[src/rtl/game_defs.sv]
// rtl/game_defs.sv - shared move codes, grid width and move FSM encoding
package game_defs;

    localparam int COORD_W = 5;

    localparam logic [2:0] MOVE_NONE  = 3'b000;
    localparam logic [2:0] MOVE_UP    = 3'b001;
    localparam logic [2:0] MOVE_DOWN  = 3'b010;
    localparam logic [2:0] MOVE_LEFT  = 3'b011;
    localparam logic [2:0] MOVE_RIGHT = 3'b100;

    typedef enum logic [1:0] {
        ST_IDLE   = 2'd0,
        ST_EVAL   = 2'd1,
        ST_COMMIT = 2'd2,
        ST_DRAW   = 2'd3
    } move_state_e;

    // Key vector is {right, left, down, up}; grant must be one-hot or zero.
    function automatic logic [2:0] encode_grant(input logic [3:0] grant);
        logic [2:0] code;
        code = MOVE_NONE;
        case (grant)
            4'b0001: code = MOVE_UP;
            4'b0010: code = MOVE_DOWN;
            4'b0100: code = MOVE_LEFT;
            4'b1000: code = MOVE_RIGHT;
            default: code = MOVE_NONE;
        endcase
        return code;
    endfunction

endpackage

[src/rtl/player_move_ctrl.sv]
// rtl/player_move_ctrl.sv - rate-limited key-to-move sequencer with collision commit and redraw handshake
// Optional feature: MOVE_REPEAT_EN (held key repeats every tick; otherwise edge-triggered pending flags).
module player_move_ctrl
    import game_defs::*;
#(
    parameter int                   TICK_DIV = 5000000,
    parameter logic [COORD_W-1:0]   START_X  = 5'd0,
    parameter logic [COORD_W-1:0]   START_Y  = 5'd0
) (
    input  logic               clk,
    input  logic               reset,
    input  logic               key_up,
    input  logic               key_down,
    input  logic               key_left,
    input  logic               key_right,
    input  logic [1:0]         map,
    input  logic [COORD_W-1:0] cd_new_x,
    input  logic [COORD_W-1:0] cd_new_y,
    output logic [2:0]         cd_move,
    output logic [1:0]         cd_map,
    output logic [COORD_W-1:0] pos_x,
    output logic [COORD_W-1:0] pos_y,
    output logic [COORD_W-1:0] old_x,
    output logic [COORD_W-1:0] old_y,
    output logic               draw_req,
    input  logic               draw_ack,
    output logic               blocked
);

    localparam int              CNT_W   = (TICK_DIV > 1) ? $clog2(TICK_DIV) : 1;
    localparam logic [CNT_W-1:0] CNT_MAX = CNT_W'(TICK_DIV - 1);

    move_state_e        state_q, state_d;
    logic [CNT_W-1:0]   cnt_q, cnt_d;
    logic [2:0]         move_q, move_d;
    logic [1:0]         map_q, map_d;
    logic [COORD_W-1:0] pos_x_q, pos_x_d, pos_y_q, pos_y_d;
    logic [COORD_W-1:0] old_x_q, old_x_d, old_y_q, old_y_d;
    logic [COORD_W-1:0] nx_q, nx_d, ny_q, ny_d;
    logic               draw_req_q, draw_req_d;
    logic               blocked_q, blocked_d;

    logic               tick;
    logic [3:0]         keys;
    logic [3:0]         req_vec;
    logic [3:0]         grant;
    logic               accept;

    assign keys  = {key_right, key_left, key_down, key_up};
    assign tick  = (cnt_q == CNT_MAX);
    assign cnt_d = tick ? '0 : cnt_q + 1'b1;

    // Lowest set bit wins, which gives up > down > left > right.
    assign grant  = req_vec & ~(req_vec - 4'd1);
    assign accept = (state_q == ST_IDLE) && tick && (|req_vec);

`ifdef MOVE_REPEAT_EN
    assign req_vec = keys;
`else
    logic [3:0] key_prev_q, key_prev_d;
    logic [3:0] pend_q, pend_d;

    always_comb begin
        key_prev_d = keys;
        // A new edge on the direction being accepted re-arms it.
        pend_d     = (pend_q & ~(accept ? grant : 4'b0000)) | (keys & ~key_prev_q);
    end

    always_ff @(posedge clk) begin
        if (reset) begin
            key_prev_q <= '0;
            pend_q     <= '0;
        end else begin
            key_prev_q <= key_prev_d;
            pend_q     <= pend_d;
        end
    end

    assign req_vec = pend_q;
`endif

    always_comb begin
        state_d    = state_q;
        move_d     = move_q;
        map_d      = map_q;
        pos_x_d    = pos_x_q;
        pos_y_d    = pos_y_q;
        old_x_d    = old_x_q;
        old_y_d    = old_y_q;
        nx_d       = nx_q;
        ny_d       = ny_q;
        draw_req_d = draw_req_q;
        blocked_d  = 1'b0;

        case (state_q)
            ST_IDLE: begin
                if (accept) begin
                    move_d  = encode_grant(grant);
                    map_d   = map;
                    state_d = ST_EVAL;
                end
            end
            ST_EVAL: begin
                nx_d    = cd_new_x;
                ny_d    = cd_new_y;
                state_d = ST_COMMIT;
            end
            ST_COMMIT: begin
                move_d = MOVE_NONE;
                if ((nx_q == pos_x_q) && (ny_q == pos_y_q)) begin
                    blocked_d = 1'b1;
                    state_d   = ST_IDLE;
                end else begin
                    old_x_d    = pos_x_q;
                    old_y_d    = pos_y_q;
                    pos_x_d    = nx_q;
                    pos_y_d    = ny_q;
                    draw_req_d = 1'b1;
                    state_d    = ST_DRAW;
                end
            end
            ST_DRAW: begin
                if (draw_ack) begin
                    draw_req_d = 1'b0;
                    state_d    = ST_IDLE;
                end
            end
            default: state_d = ST_IDLE;
        endcase
    end

    always_ff @(posedge clk) begin
        if (reset) begin
            state_q    <= ST_IDLE;
            cnt_q      <= '0;
            move_q     <= MOVE_NONE;
            map_q      <= 2'b00;
            pos_x_q    <= START_X;
            pos_y_q    <= START_Y;
            old_x_q    <= START_X;
            old_y_q    <= START_Y;
            nx_q       <= START_X;
            ny_q       <= START_Y;
            draw_req_q <= 1'b0;
            blocked_q  <= 1'b0;
        end else begin
            state_q    <= state_d;
            cnt_q      <= cnt_d;
            move_q     <= move_d;
            map_q      <= map_d;
            pos_x_q    <= pos_x_d;
            pos_y_q    <= pos_y_d;
            old_x_q    <= old_x_d;
            old_y_q    <= old_y_d;
            nx_q       <= nx_d;
            ny_q       <= ny_d;
            draw_req_q <= draw_req_d;
            blocked_q  <= blocked_d;
        end
    end

    assign cd_move  = move_q;
    assign cd_map   = map_q;
    assign pos_x    = pos_x_q;
    assign pos_y    = pos_y_q;
    assign old_x    = old_x_q;
    assign old_y    = old_y_q;
    assign draw_req = draw_req_q;
    assign blocked  = blocked_q;

endmodule

[config.mk]
export PLATFORM = sky130hd
export DESIGN_NAME = player_move_ctrl
export DESIGN_NICKNAME = d
export VERILOG_FILES = /design/src/rtl/game_defs.sv /design/src/rtl/player_move_ctrl.sv
export SDC_FILE = /design/constraint.sdc
export NUM_CORES = 1
export LEC_CHECK = 0
export ABC_AREA = 0
export BUFFER_PORTS_ARGS = -buffer_cell sky130_fd_sc_hd__buf_2
export CELL_PAD_IN_SITES_DETAIL_PLACEMENT = 1
export CELL_PAD_IN_SITES_GLOBAL_PLACEMENT = 2
export CORE_MARGIN = 4
export CORE_UTILIZATION = 34
export DETAILED_ROUTE_END_ITERATION = 10
export PLACE_DENSITY = 0.84
export SETUP_SLACK_MARGIN = 0.05
export SLEW_MARGIN = 30
export SYNTH_ARGS = -nofsm -noshare
export SYNTH_HDL_FRONTEND = slang
export SYNTH_SLANG_ARGS = --single-unit
export TNS_END_PERCENT = 100
[constraint.sdc]
create_clock -name clk -period 2.4 [get_ports clk]
set_input_delay 0.72 -clock clk [delete_from_list [all_inputs] [get_ports clk]]
set_output_delay 0.72 -clock clk [all_outputs]
set_load 0.01 [all_outputs]
Word-level counts from Yosys, hierarchy flattened --
Cells that the tools add are included.
Cells by class: equality and inequality tests 13, multiplexer cells 12, bitwise gates (word level) 9, reduce and logical (&&, ||, !) cells 14, add/sub/neg operators 2
Operators with widths (count):
- 23-bit by 1-bit adder with 23-bit output, second input constant | 1
- 23-bit == test, second input constant | 1
- 4-bit bitwise AND | 3
- 4-bit NOT | 3
- 3-bit case mux with 4 select lines | 1
- 5-bit == test | 2
- 2-bit case mux with 4 select lines | 1
- 2-bit AND reduction | 4
- 2-bit two-way mux | 3
- 2-bit inequality test, second input constant | 3
- 3-bit case mux with 2 select lines | 1
- 2-bit == test, second input constant | 2
- 4-bit by 1-bit == test with 1-bit output, second input constant | 1
- 4-bit by 2-bit == test with 1-bit output, second input constant | 1
- 4-bit by 3-bit == test with 1-bit output, second input constant | 1
- 4-bit == test, second input constant | 1
- 4-bit two-way mux | 1
- 4-bit bitwise OR | 1
- 2-bit nonzero test | 2
- 2-bit OR reduction | 2
- 4-bit OR reduction | 1
- 4-bit by 1-bit subtractor with 4-bit output, second input constant | 1
- 1-bit logical AND | 3
- 1-bit two-way mux | 3
- 6 further kinds | 7
Word-level totals: input bits 19, output and inout bits 27, register bits after elaboration 70

Logic depth before layout (Yosys ltp) --
depth after elaboration 7, depth in mapped cells 7, gate-level depth less buffers 5

Worst setup path after synthesis --
Ideal clock, no wire load.
kind register -> register, start point reg cnt_q[0], end point reg cnt_q[2], stages on the path, launching flop included 8, arrival time 1846 ps, data required time 2282 ps, setup slack 436 ps, path through dfxtp_1 ha_1 nand2_1 or4_1 buf_2 o21ai_2 buf_2 nor2_1
On the way: cells in the longest elaborated chain, start to end 2, elaborated cells between the ends (all ways) 3, classes of those cells add/sub (1); eq/ne (1); reduce/logical (1)
Ends and longest elaborated chain:
- from (decl) | RTL line player_move_ctrl.sv:34 | logic [CNT_W-1:0] cnt_q, cnt_d;
- from (signal assigned) | RTL line player_move_ctrl.sv:148 | cnt_q <= cnt_d;
- branches (longest 2 deep; another with 23-bit by 1-bit adder with 23-bit output)
Parallel ways; which one is timed is not known. A chain may end at the register's enable or synchronous reset.

Worst setup path after layout --
start point reg cnt_q[0], end point reg move_q[1] (netlist: cd_move[1])
On the way: cells in the longest elaborated chain, start to end 5
Ends and longest elaborated chain:
- 23-bit == test | RTL line player_move_ctrl.sv:50 | assign tick = (cnt_q == CNT_MAX);
- 1-bit logical AND (2 in series) | RTL line player_move_ctrl.sv:55 | assign accept = (state_q == ST_IDLE) && tick && (|req_vec);
- 2-bit inequality test (no line)
- 2-bit AND reduction (no line)
- to (signal assigned) | RTL line player_move_ctrl.sv:149 | move_q <= move_d;
- to (decl) | RTL line player_move_ctrl.sv:35 | logic [2:0] move_q, move_d;
Every way passes these cells.

==> results.sh <==
export IMPL_pwr_density_cell_mw_per_mm2=616
export IMPL_cts_root_buf="clkbuf_8"
export IMPL_final_util_pct=40.6
export IMPL_htreeDepth=3
export IMPL_synth_compound_area_share_pct=20.4
export IMPL_hold_class="reg2reg"
export IMPL_cts_buffers=9
export IMPL_clk_pin_slew_worst_paths_ns=0.07
export IMPL_grt_max_degree=42
export IMPL_dr_pass1_iters=4
export IMPL_drc=0
export IMPL_synth_area_leaders="dfxtp_1 41%, a21oi_1 4.6%, xnor2_1 4.1%"
export IMPL_finalMaxSlewViolations=0
export IMPL_hpwl_um=6670
export IMPL_postRouteAntennaNets=0
export IMPL_critPathKind="reg2reg"
export IMPL_setup_worst_path_start_class="flop"
export IMPL_cellLeakagePower_nw=1.46
export IMPL_yosysTopAreaCell="dfxtp_1"
export IMPL_power_mw=2.44
export IMPL_syn_avg_cell_area_um2=8.26
export IMPL_dieArea_mm2=0.0117
export IMPL_boundaryPins=46
export IMPL_area_delta_synth_final_pct=16.6
export IMPL_grt_pass1_vias=3108
export IMPL_critPathMaxFanout=6
export IMPL_grt_ovfl_total=0
export IMPL_tns_ns=0
export IMPL_max_vdd_ir_drop_mv=0.202
export IMPL_cp_required_ns=2.69
export IMPL_cts_hold_repair_buffers=0
export IMPL_synth_warnings=0
export IMPL_wl_per_cell_um=16.2
export IMPL_skew_ns=0.00692
export IMPL_ys_flop_type="dfxtp_1"
export IMPL_routed_wl_um=9540
export IMPL_endpoint_kind="flop"
export IMPL_ys_ff_latch=70
export IMPL_die_y_um=108
export IMPL_cp_arrival_ns=2.43
export IMPL_use_met1_pct=22.8
export IMPL_hold_slack_ns=0.469
export IMPL_slowest_delay_ns=0.60
export IMPL_finalCritPeriodShare_pct=89.2
export IMPL_synth_seq_area_share_pct=41.2
export IMPL_muxShareOfSynthArea_pct=0
export IMPL_synthAdderAreaFrac_pct=0.368
export IMPL_netlist_area_mm2=0.00340
export IMPL_worstPathCellList="ha_1, nand2_1, or4_1, or4_1, a21oi_1"
export IMPL_syn_instance_count=412
export IMPL_nets=470
export IMPL_yosysUniqueCellTypes=40
export IMPL_place_inst=572
export IMPL_initial_core_util_pct=34.8
export IMPL_cts_tree="yes"
export IMPL_core_mm2=0.00977
export IMPL_grtUsageTotal_pct=16.8
export IMPL_syn_nets=432
export IMPL_yosys_area_share_xor_xnor_pct=5.15
export IMPL_diodes=0
export IMPL_slew_headroom_pct=57.7
export IMPL_fmax_mhz=467
export IMPL_tightest_slew_ns=0.633
export IMPL_ys_async_sr_fraction_pct=0
export IMPL_vias_per_cell=5.39
export IMPL_synth_simple_gate_area_share_pct=28.8
export IMPL_rsz0062_at_grt="false"
export IMPL_die_w_um=108
export IMPL_period_minus_slack_ns=2.14
export IMPL_busiest_layer="met2"
export IMPL_drt_iter0_markers=150
export IMPL_io_buffers=45
export IMPL_setup_viol=0
export IMPL_post_layout_nonfiller_instances=587
export IMPL_drv_cap=0
export IMPL_hold_viol=0
export IMPL_post_cts_buffers=0
export IMPL_met3_usage_pct=4.36
export IMPL_num_rows=36
export IMPL_post_route_cells_drive_above_1_share_pct=17.8
export IMPL_crit_path_frequent_cell="or4_1"
export IMPL_clkLatencyLatePin_ns=0.36
export IMPL_synth_edf_count=0
export IMPL_status="complete, no violations"
export IMPL_synth_top_area_share_pct=41.2
export IMPL_antenna_found_initial=0
export IMPL_critPathSlowestCell="or4_1"
export IMPL_gp_congestion=0.763
export IMPL_grt_pass1_wl_um=15500
export IMPL_vias=3165
export IMPL_clock_sinks=70
export IMPL_synth_top_family_by_area="simple AND/OR/NAND/NOR gates"
export IMPL_grt_util_met2_pct=26.2
export IMPL_clk_path_buf_depth=2
-- cell type report --
type                       count  area (um^2)
clock buffer                  11          141
clock inverter                 4         47.5
fill                        1190         5810
inverter                       4         15.0
multi-input combinational    308         1870
sequential                    70         1400
tap                          133          166
timing repair buffer          57          328
-- kinds of logic after synthesis --
| logic type | after synthesis |
|---|---|
| AND/OR/NAND/NOR | 179 |
| XOR/XNOR | 20 |
| buffers and inverters | 34 |
| flip-flops | 70 |
| adder cells (fa/ha/maj) | 1 |
| AO/OA/AOI/OAI | 108 |
-- worst max-delay path, delay by kind of cell, from the launching register on --
kind / cells / cell delay, ns
AO/OA/AOI/OAI: 1 / 0.15
adder cells (fa/ha/maj): 1 / 0.23
flip-flops: 1 / 0.42
AND/OR/NAND/NOR: 3 / 1.28
-- registers in the layout, indices dropped and copies added (netlist names) --
| register | cells |
|---|---|
| nx_q | 5 |
| pos_y | 5 |
| cd_move | 3 |
| state_q | 2 |
| key_prev_q | 4 |
| cnt_q | 23 |
| draw_req | 1 |
| old_y | 5 |
| pend_q | 4 |
| pos_x | 5 |
| blocked | 1 |
| cd_map | 2 |
| ny_q | 5 |
| old_x | 5 |
-- path summary, 6_finish.rpt --
path / startpoint / to / depth (start not counted) / slack (ns)
max: cnt_q[0] / cd_move[1] / 5 / 0.26
min: draw_req / draw_req / 2 / 0.47
max reg2reg: cnt_q[0] / cd_move[1] / 5 / 0.26
min reg2reg: draw_req / draw_req / 2 / 0.47
-- Yosys cell counts (3+ instances only) --
library cell	count
o21ai_0	18
nand2b_1	16
inv_1	4
a21oi_1	31
and4_1	3
or3_1	8
nor4_1	3
o31ai_1	11
nand4_1	17
and3_1	13
xor2_1	4
nand3_1	24
nand2_1	33
nor2b_1	17
buf_2	3
a22oi_1	10
a31oi_1	11
clkbuf_1	26
o311ai_0	10
dfxtp_1	70
or4_1	6
o211ai_1	10
xnor2_1	16
nor2_1	27
-- cells in the final DEF, fill, tap and decap left out, drive strengths merged, types with 11 or more instances in the layout --
master and n:
o31ai 11, nand2 33, clkbuf 11, nand3 25, nand2b 16, a21oi 32, dfxtp 70, and3 14
xnor2 16, buf 57, o21ai 19, nor2b 17, nor2 27, nand4 17, a31oi 11
-- what timing repair did --
| action | CTS | global route |
|---|---|---|
| gates resized for setup | 0 | 1 |
| setup endpoints to repair | 0 | 1 |
| endpoints found under the hold margin | 0 | 0 |
-- where the power goes --
part	internal [mW]	switching (mW)	leakage, nW
registers	1.19	0.0242	0.567
logic	0.0894	0.187	0.796
clock network	0.499	0.456	0.0952
total	1.78	0.667	1.46
-- stage by stage --
stage	cell area, um^2	worst slack, ns
3_3_place_gp	3770	0.239
5_1_grt	3970	0.135
2_1_floorplan	3400	0.436
3_5_place_dp	3770	0.169
6_report	3970	0.259
4_1_cts	3960	0.150
-- per-layer routing --
layer / share of wire (%) / wire [um] / vias to the layer above
met5: 0 / 0 / -
met4: 1.1 / 108 / 0
met3: 4.6 / 434 / 7
met1: 49 / 4650 / 1514
li1: - / - / 1594
met2: 46 / 4350 / 50
Note: power is estimated with default switching activity, not from simulation.
